[src/rtl/dmem_arb_pkg.sv]
`default_nettype none
// ============================================================================
// Module      : dmem_arb_pkg
// Description : Shared types, default geometry and range check for the
//               data-RAM arbiter.
// Revision    : 1.0 - initial release
// ============================================================================
package dmem_arb_pkg;

   typedef enum logic [0:0] {
      IDLE = 1'b0,
      DMA  = 1'b1
   } arb_state_t;

   localparam logic [31:0] DRAM_BASE_DEF  = 32'h1001_0000;
   localparam int unsigned DRAM_WORDS_DEF = 2048;

   // Word-granular check; the byte offset bits never affect the outcome.
   function automatic logic in_dram(
      input logic [31:0] addr,
      input logic [31:0] base  = DRAM_BASE_DEF,
      input logic [31:0] words = DRAM_WORDS_DEF
   );
      logic [32:0] w_a;
      logic [32:0] w_lo;
      logic [32:0] w_hi;
      w_a  = {1'b0, addr} & ~33'h3;
      w_lo = {1'b0, base};
      w_hi = w_lo + ({1'b0, words} << 2);
      return (w_a >= w_lo) && (w_a < w_hi);
   endfunction

endpackage
`default_nettype wire

[src/rtl/dmem_burst_ctr.sv]
`default_nettype none
// ============================================================================
// Module      : dmem_burst_ctr
// Description : Latches a DMA burst request and generates per-beat addresses.
// Revision    : 1.0 - initial release
// ============================================================================
module dmem_burst_ctr
   import dmem_arb_pkg::*;
(
   input  logic        clk,
   input  logic        rst,
   input  logic        i_load,
   input  logic        i_advance,
   input  logic [31:0] i_addr,
   input  logic        i_we,
   input  logic [3:0]  i_len,
   output logic        o_last,
   output logic        o_we,
   output logic [31:0] o_beat_addr
);

   logic [31:0] r_addr;
   logic [3:0]  r_len;
   logic        r_we;
   logic [3:0]  r_beat;

   always_ff @(posedge clk or negedge rst) begin
      if (!rst) begin
         r_addr <= 32'd0;
         r_len  <= 4'd0;
         r_we   <= 1'b0;
         r_beat <= 4'd0;
      end else if (i_load) begin
         r_addr <= i_addr;
         r_len  <= i_len;
         r_we   <= i_we;
         r_beat <= 4'd0;
      end else if (i_advance) begin
         r_beat <= r_beat + 4'd1;
      end
   end

   // Address arithmetic wraps modulo 2^32 by construction.
   assign o_beat_addr = r_addr + {26'd0, r_beat, 2'b00};
   assign o_last      = (r_beat == r_len);
   assign o_we        = r_we;

endmodule
`default_nettype wire

[src/rtl/dmem_arbiter.sv]
`default_nettype none
// ============================================================================
// Module      : dmem_arbiter
// Description : Shares the single-port data RAM between the CPU load/store
//               path (zero latency, default priority) and a burst DMA port.
// Revision    : 1.0 - initial release
// ============================================================================
module dmem_arbiter
   import dmem_arb_pkg::*;
#(
   parameter logic [31:0] DRAM_BASE    = DRAM_BASE_DEF,
   parameter int unsigned DRAM_WORDS   = DRAM_WORDS_DEF,
   parameter int unsigned STARVE_LIMIT = 8
) (
   input  logic        clk,
   input  logic        rst,
   input  logic        cpu_req,
   input  logic        cpu_we,
   input  logic [31:0] cpu_addr,
   input  logic [31:0] cpu_wdata,
   output logic [31:0] cpu_rdata,
   output logic        cpu_stall,
   input  logic        dma_req,
   input  logic        dma_we,
   input  logic [31:0] dma_addr,
   input  logic [3:0]  dma_len,
   input  logic [31:0] dma_wdata,
   output logic        dma_gnt,
   output logic        dma_rvalid,
   output logic [31:0] dma_rdata,
   output logic        dma_done,
   output logic        mem_ena,
   output logic        mem_wena,
   output logic [31:0] mem_addr,
   output logic [31:0] mem_wdata,
   input  logic [31:0] mem_rdata,
   output logic        err
);

   localparam int c_STARVE_W = (STARVE_LIMIT < 1) ? 1 : $clog2(STARVE_LIMIT + 1);
   localparam logic [c_STARVE_W-1:0] c_STARVE_MAX = c_STARVE_W'(STARVE_LIMIT);

   arb_state_t            r_state;
   logic [c_STARVE_W-1:0] r_starve;
   logic                  r_done;
   logic                  r_err;

   logic        w_in_dma;
   logic        w_cpu_go;
   logic        w_grant;
   logic        w_last;
   logic        w_burst_we;
   logic [31:0] w_beat_addr;
   logic        w_cpu_ok;
   logic        w_beat_ok;
   logic        w_bad;

   assign w_in_dma = (r_state == DMA);
   assign w_cpu_go = (r_state == IDLE) && cpu_req && (r_starve < c_STARVE_MAX);
   assign w_grant  = (r_state == IDLE) && dma_req && (!cpu_req || (r_starve == c_STARVE_MAX));

   dmem_burst_ctr u_burst_ctr (
      .clk         (clk),
      .rst         (rst),
      .i_load      (w_grant),
      .i_advance   (w_in_dma && !w_last),
      .i_addr      (dma_addr),
      .i_we        (dma_we),
      .i_len       (dma_len),
      .o_last      (w_last),
      .o_we        (w_burst_we),
      .o_beat_addr (w_beat_addr)
   );

   assign w_cpu_ok  = in_dram(cpu_addr, DRAM_BASE, DRAM_WORDS);
   assign w_beat_ok = in_dram(w_beat_addr, DRAM_BASE, DRAM_WORDS);
   assign w_bad     = (w_cpu_go && !w_cpu_ok) || (w_in_dma && !w_beat_ok);

   always_comb begin
      mem_ena   = 1'b0;
      mem_wena  = 1'b0;
      mem_addr  = 32'd0;
      mem_wdata = 32'd0;
      if (w_in_dma) begin
         mem_ena   = 1'b1;
         mem_wena  = w_burst_we && w_beat_ok;
         mem_addr  = w_beat_addr;
         mem_wdata = dma_wdata;
      end else if (w_cpu_go) begin
         mem_ena   = 1'b1;
         mem_wena  = cpu_we && w_cpu_ok;
         mem_addr  = cpu_addr;
         mem_wdata = cpu_wdata;
      end
   end

   assign cpu_rdata  = (w_cpu_go && w_cpu_ok) ? mem_rdata : 32'd0;
   assign cpu_stall  = cpu_req && !w_cpu_go;
   assign dma_gnt    = w_in_dma;
   assign dma_rvalid = w_in_dma && !w_burst_we;
   assign dma_rdata  = (dma_rvalid && w_beat_ok) ? mem_rdata : 32'd0;
   assign dma_done   = r_done;
   assign err        = r_err;

   // Starvation count saturates; a grant always restarts it from zero.
   always_ff @(posedge clk or negedge rst) begin
      if (!rst) begin
         r_state  <= IDLE;
         r_starve <= '0;
         r_done   <= 1'b0;
         r_err    <= 1'b0;
      end else begin
         r_done <= 1'b0;
         if (w_bad) begin
            r_err <= 1'b1;
         end
         case (r_state)
            IDLE: begin
               if (w_grant) begin
                  r_state  <= DMA;
                  r_starve <= '0;
               end else if (w_cpu_go && dma_req) begin
                  r_starve <= r_starve + c_STARVE_W'(1);
               end
            end
            DMA: begin
               if (w_last) begin
                  r_state <= IDLE;
                  r_done  <= 1'b1;
               end
            end
            default: r_state <= IDLE;
         endcase
      end
   end

endmodule
`default_nettype wire
[config.mk]
export PLATFORM = sky130hd
export DESIGN_NAME = dmem_arbiter
export DESIGN_NICKNAME = d
export VERILOG_FILES = /design/src/rtl/dmem_arb_pkg.sv /design/src/rtl/dmem_burst_ctr.sv /design/src/rtl/dmem_arbiter.sv
export SDC_FILE = /design/constraint.sdc
export NUM_CORES = 1
export LEC_CHECK = 0
export ABC_AREA = 1
export CORE_ASPECT_RATIO = 0.75
export CORE_MARGIN = 5
export CORE_UTILIZATION = 38
export CTS_CLUSTER_SIZE = 24
export DETAILED_ROUTE_END_ITERATION = 10
export PLACE_DENSITY = 0.95
export SLEW_MARGIN = 20
export SYNTH_ARGS = -nofsm -noshare
export SYNTH_HDL_FRONTEND = slang
export SYNTH_SLANG_ARGS = --single-unit
[constraint.sdc]
create_clock -name clk -period 6.69 [get_ports clk]
set_clock_uncertainty 0.1 [all_clocks]
set_input_delay 1.338 -clock clk [delete_from_list [all_inputs] [get_ports clk]]
set_output_delay 1.338 -clock clk [all_outputs]
set_load 0.05 [all_outputs]
==> impl_metrics.tcl <==
set metrics [dict create \
    global_route.usage.total 0.286 \
    path_delay_family "simple AND/OR/NAND/NOR gates" \
    yosys.area.top_type "sky130_fd_sc_hd__dfrtp_1" \
    avgRoutedWirePerCell_um 18.6 \
    critical_path_class "register to output port" \
    worst_slew_pin_slew_ns 0.994 \
    synth_fa_ha_area_frac 0.0256 \
    worstPathCellList "ha_1, fa_1, nand2_1, nand2_1, nand2_1, nor2_4, nand3_1, nand2_1, a21oi_1, nand3_1, nor2_2, nand4_4, nor2_2, clkdlybuf4s50_1" \
    htree_num_levels 2 \
    number_of_hold_buffers_added_after_cts 0 \
    worstPathBufferInverterCount 1 \
    min-delay-path-class "register to register" \
    synth_top_cells_by_area "sky130_fd_sc_hd__dfrtp_1 29%, sky130_fd_sc_hd__nand2_1 18%, sky130_fd_sc_hd__a22o_1 10%" \
    yosys.area_share.simple 0.390 \
    post_synth_instance_area_um2 4200 \
    category_of_the_worst_setup_path_capture_point "output port" \
    drt_first_iter_violations 510 \
    postCtsSetupBuffers 0 \
    avgViaCountPerCell 5.10 \
    setup_violations 0 \
    critPathMaxStageDelay_ns 0.84 \
    cts_num_sinks 48 \
    synth.lib_cells_used.distinct 30 \
    wl_um 20100 \
    synth_top_area_share 0.286 \
    leakage_uw 0.00336 \
    maximum_number_of_pins_on_one_net_before_global_route_repair 64 \
    yosys_register_bits 48 \
    worst-endpoint-required_ns 5.25 \
    gpl.final_weighted_congestion 0.973 \
    layout_min_cycle_time_ns 5.83 \
    synth_top_family_by_area "simple AND/OR/NAND/NOR gates" \
    cts_inserted_buffers 5 \
    grt_setup_unrepaired "no" \
    worst_ir_drop_vdd_v 0.000423 \
    drv_cap 0 \
    rows 33 \
    worst_setup_hold_path_clk_slew_ns 0.07 \
    synth.mux.area_fraction 0 \
    timing_max_transition_violations_final 0 \
    first_pass_grt_wire_length_um 30100 \
    synth_warnings 0 \
    fp.dieArea_um2 13300 \
    grt_antenna_before_repair 2 \
    boundaryPins 305 \
    number_of_nets_in_the_finished_design 1120 \
    mappedNetlistNets 833 \
    max-slew-margin-rel 0.337 \
    floorplan.die.width_um 131 \
    drive_above_1_share 0.0657 \
    final.period_utilization 0.871 \
    postLayoutCellArea_um2 7520 \
    detail_route.drc_violations 0 \
    fmaxAchievable_mhz 172 \
    clockBufferDepth 2 \
    post_cts_resize_count 0 \
    synth-compound-area-share 0.162 \
    die_height_um 101 \
    ctsRootBufferMaster "sky130_fd_sc_hd__clkbuf_16" \
    postRouteAntennaNets 0 \
    remaining_global_route_overflow 0 \
    crit_arrival_ns 4.39 \
    syn2layout_area_growth_pct 78.9 \
    critical_path.startpoint_type "register" \
    postSynthCellCount 655 \
    start_util 0.387 \
    yosysSeqAreaShare 0.286 \
    place_area_um2 7320 \
    synth_area_per_cell_um2 6.41 \
    vias 5531 \
    timing.final.hold_violations 0 \
    number_of_global_route_vias_before_repair 5545 \
    worst_path_most_repeated_cell "sky130_fd_sc_hd__nand2_1" \
    finalSetupTns_ns 0 \
    detailedRoute.firstPassIterationCount 5 \
    synthXorXnorAreaFrac 0.0292 \
    worstSkewPairLatency_ns 0.30 \
    worst-path-max-fanout 32 \
    critical_path.slowest_cell "sky130_fd_sc_hd__clkdlybuf4s50_1" \
    hpwl_um 16500 \
    port-buffer-count 304 \
    core_area_um2 10900 \
    power-per-cell-area_nw_per_um2 419 \
    result_of_the_run "finished, final reports clean" \
    tritoncts "yes" \
]
[cell usage after synthesis]
library cell               instances
sky130_fd_sc_hd__clkbuf_1         22
sky130_fd_sc_hd__xnor2_1           6
sky130_fd_sc_hd__clkinv_1          1
sky130_fd_sc_hd__nand4_4           1
sky130_fd_sc_hd__buf_1             2
sky130_fd_sc_hd__inv_1            84
sky130_fd_sc_hd__o21bai_1          2
sky130_fd_sc_hd__nor3_1            7
sky130_fd_sc_hd__nand2_2           3
sky130_fd_sc_hd__xor2_1            8
sky130_fd_sc_hd__buf_6             3
sky130_fd_sc_hd__inv_2             2
sky130_fd_sc_hd__o22ai_1           4
sky130_fd_sc_hd__dfrtp_1          48
sky130_fd_sc_hd__nand4_1          11
sky130_fd_sc_hd__ha_1              7
sky130_fd_sc_hd__o21ai_0          30
sky130_fd_sc_hd__a22o_1           48
sky130_fd_sc_hd__o21ai_4           1
sky130_fd_sc_hd__nor4_1            2
sky130_fd_sc_hd__or2_1             1
sky130_fd_sc_hd__nor2_1           79
sky130_fd_sc_hd__nand3_1          26
sky130_fd_sc_hd__nand3b_1          4
sky130_fd_sc_hd__nand2_1         201
sky130_fd_sc_hd__a21oi_1           9
sky130_fd_sc_hd__nor2_4            2
sky130_fd_sc_hd__fa_1              1
sky130_fd_sc_hd__o21a_1            1
sky130_fd_sc_hd__nor2_2           39
[cell usage in the layout, fill, tap and decap left out, types with 9 or more instances in the layout]
cell type / n
sky130_fd_sc_hd__o21ai_0: 30
sky130_fd_sc_hd__a21oi_1: 9
sky130_fd_sc_hd__clkdlybuf4s50_1: 303
sky130_fd_sc_hd__a22o_1: 48
sky130_fd_sc_hd__nor2_1: 79
sky130_fd_sc_hd__nand4_1: 11
sky130_fd_sc_hd__dfrtp_1: 47
sky130_fd_sc_hd__nor2_2: 39
sky130_fd_sc_hd__nand3_1: 26
sky130_fd_sc_hd__nand2_1: 201
sky130_fd_sc_hd__inv_1: 84
[per-layer routing]
| layer | track usage | routed length, µm | vias up |
|---|---|---|---|
| met4 | 0.104 | 822 | 0 |
| met5 | 0 | 0 | - |
| met3 | 0.0709 | 1720 | 54 |
| met1 | 0.345 | 7730 | 2527 |
| li1 | - | - | 2659 |
| met2 | 0.500 | 9860 | 291 |
[final timing paths]
check / from / endpoint / slack, ns / cells after the start
setup / recovery: u_burst_ctr.r_beat[0]$_DFFE_PN0P_ / dma_rdata[23] / 0.86 / 14
hold / removal: u_burst_ctr.r_addr[1]$_DFFE_PN0P_ / u_burst_ctr.r_addr[1]$_DFFE_PN0P_ / 0.39 / 2
setup reg to reg: dma_gnt$_DFF_PN0_ / u_burst_ctr.r_addr[26]$_DFFE_PN0P_ / 3.56 / 6
hold reg to reg: u_burst_ctr.r_addr[1]$_DFFE_PN0P_ / u_burst_ctr.r_addr[1]$_DFFE_PN0P_ / 0.39 / 2
max in group asynchronous: rst / dma_gnt$_DFF_PN0_ / 4.99 / 2
min in group asynchronous: rst / u_burst_ctr.r_addr[17]$_DFFE_PN0P_ / 1.03 / 2
[power breakdown]
group / switching (µW) / total [µW] / internal [µW]
sequential: 159 / 585 / 425
combinational: 1480 / 2230 / 749
clock: 118 / 334 / 216
[cells by family (layout without fill, tap and decap cells)]
family | count (synthesis) | in the layout
and+or+nand+nor | 376 | 376
buffers and inverters | 114 | 402
AOI/OAI and AO/OA | 95 | 95
DFF | 48 | 48
xor gates and xnor gates | 14 | 14
adders and majority gates | 8 | 8
other | 0 | 1
[per-stage QoR]
| step | hold WS [ns] | power [µW] | util | std cells | setup slack (ns) |
|---|---|---|---|---|---|
| 2_1_floorplan | 0.350 | 2010 | - | 655 | 2.14 |
| 3_3_place_gp | 0.370 | 2780 | 0.674 | 1075 | 1.19 |
| 3_5_place_dp | 0.370 | 2800 | 0.674 | 1075 | 1.08 |
| 4_1_cts | 0.395 | 3150 | 0.692 | 1083 | 0.917 |
| 5_1_grt | 0.412 | 3310 | 0.692 | 1084 | 0.549 |
| 6_report | 0.394 | 3150 | 0.692 | 1084 | 0.863 |
[layout make-up]
type | instances | area [µm²]
diodes | 1 | 2.50
clock buffers | 5 | 125
clock inverters | 3 | 68.8
fillers | 927 | 3340
inverters | 87 | 327
multi-input cells | 493 | 2550
flip-flops and latches | 48 | 1200
well taps | 140 | 175
repair buffers | 307 | 3060
[flip-flops by register name (all words and copies together) (netlist names)]
| name | cells |
|---|---|
| u_burst_ctr.r_beat | 4 |
| u_burst_ctr.r_len | 4 |
| r_starve | 4 |
| dma_gnt | 1 |
| u_burst_ctr.r_addr | 32 |
| dma_done | 1 |
| u_burst_ctr.o_we | 1 |
| err | 1 |
[worst reg2reg max path, stage by stage (launching register included)]
cell and delay [ns]:
sky130_fd_sc_hd__dfrtp_2 0.36, sky130_fd_sc_hd__buf_4 0.56, sky130_fd_sc_hd__nor2_1 0.15, sky130_fd_sc_hd__nand2_1 0.75
sky130_fd_sc_hd__inv_2 0.64, sky130_fd_sc_hd__nand2_1 0.28, sky130_fd_sc_hd__o21ai_0 0.13
No activity file was read; power rests on OpenSTA's default activity.
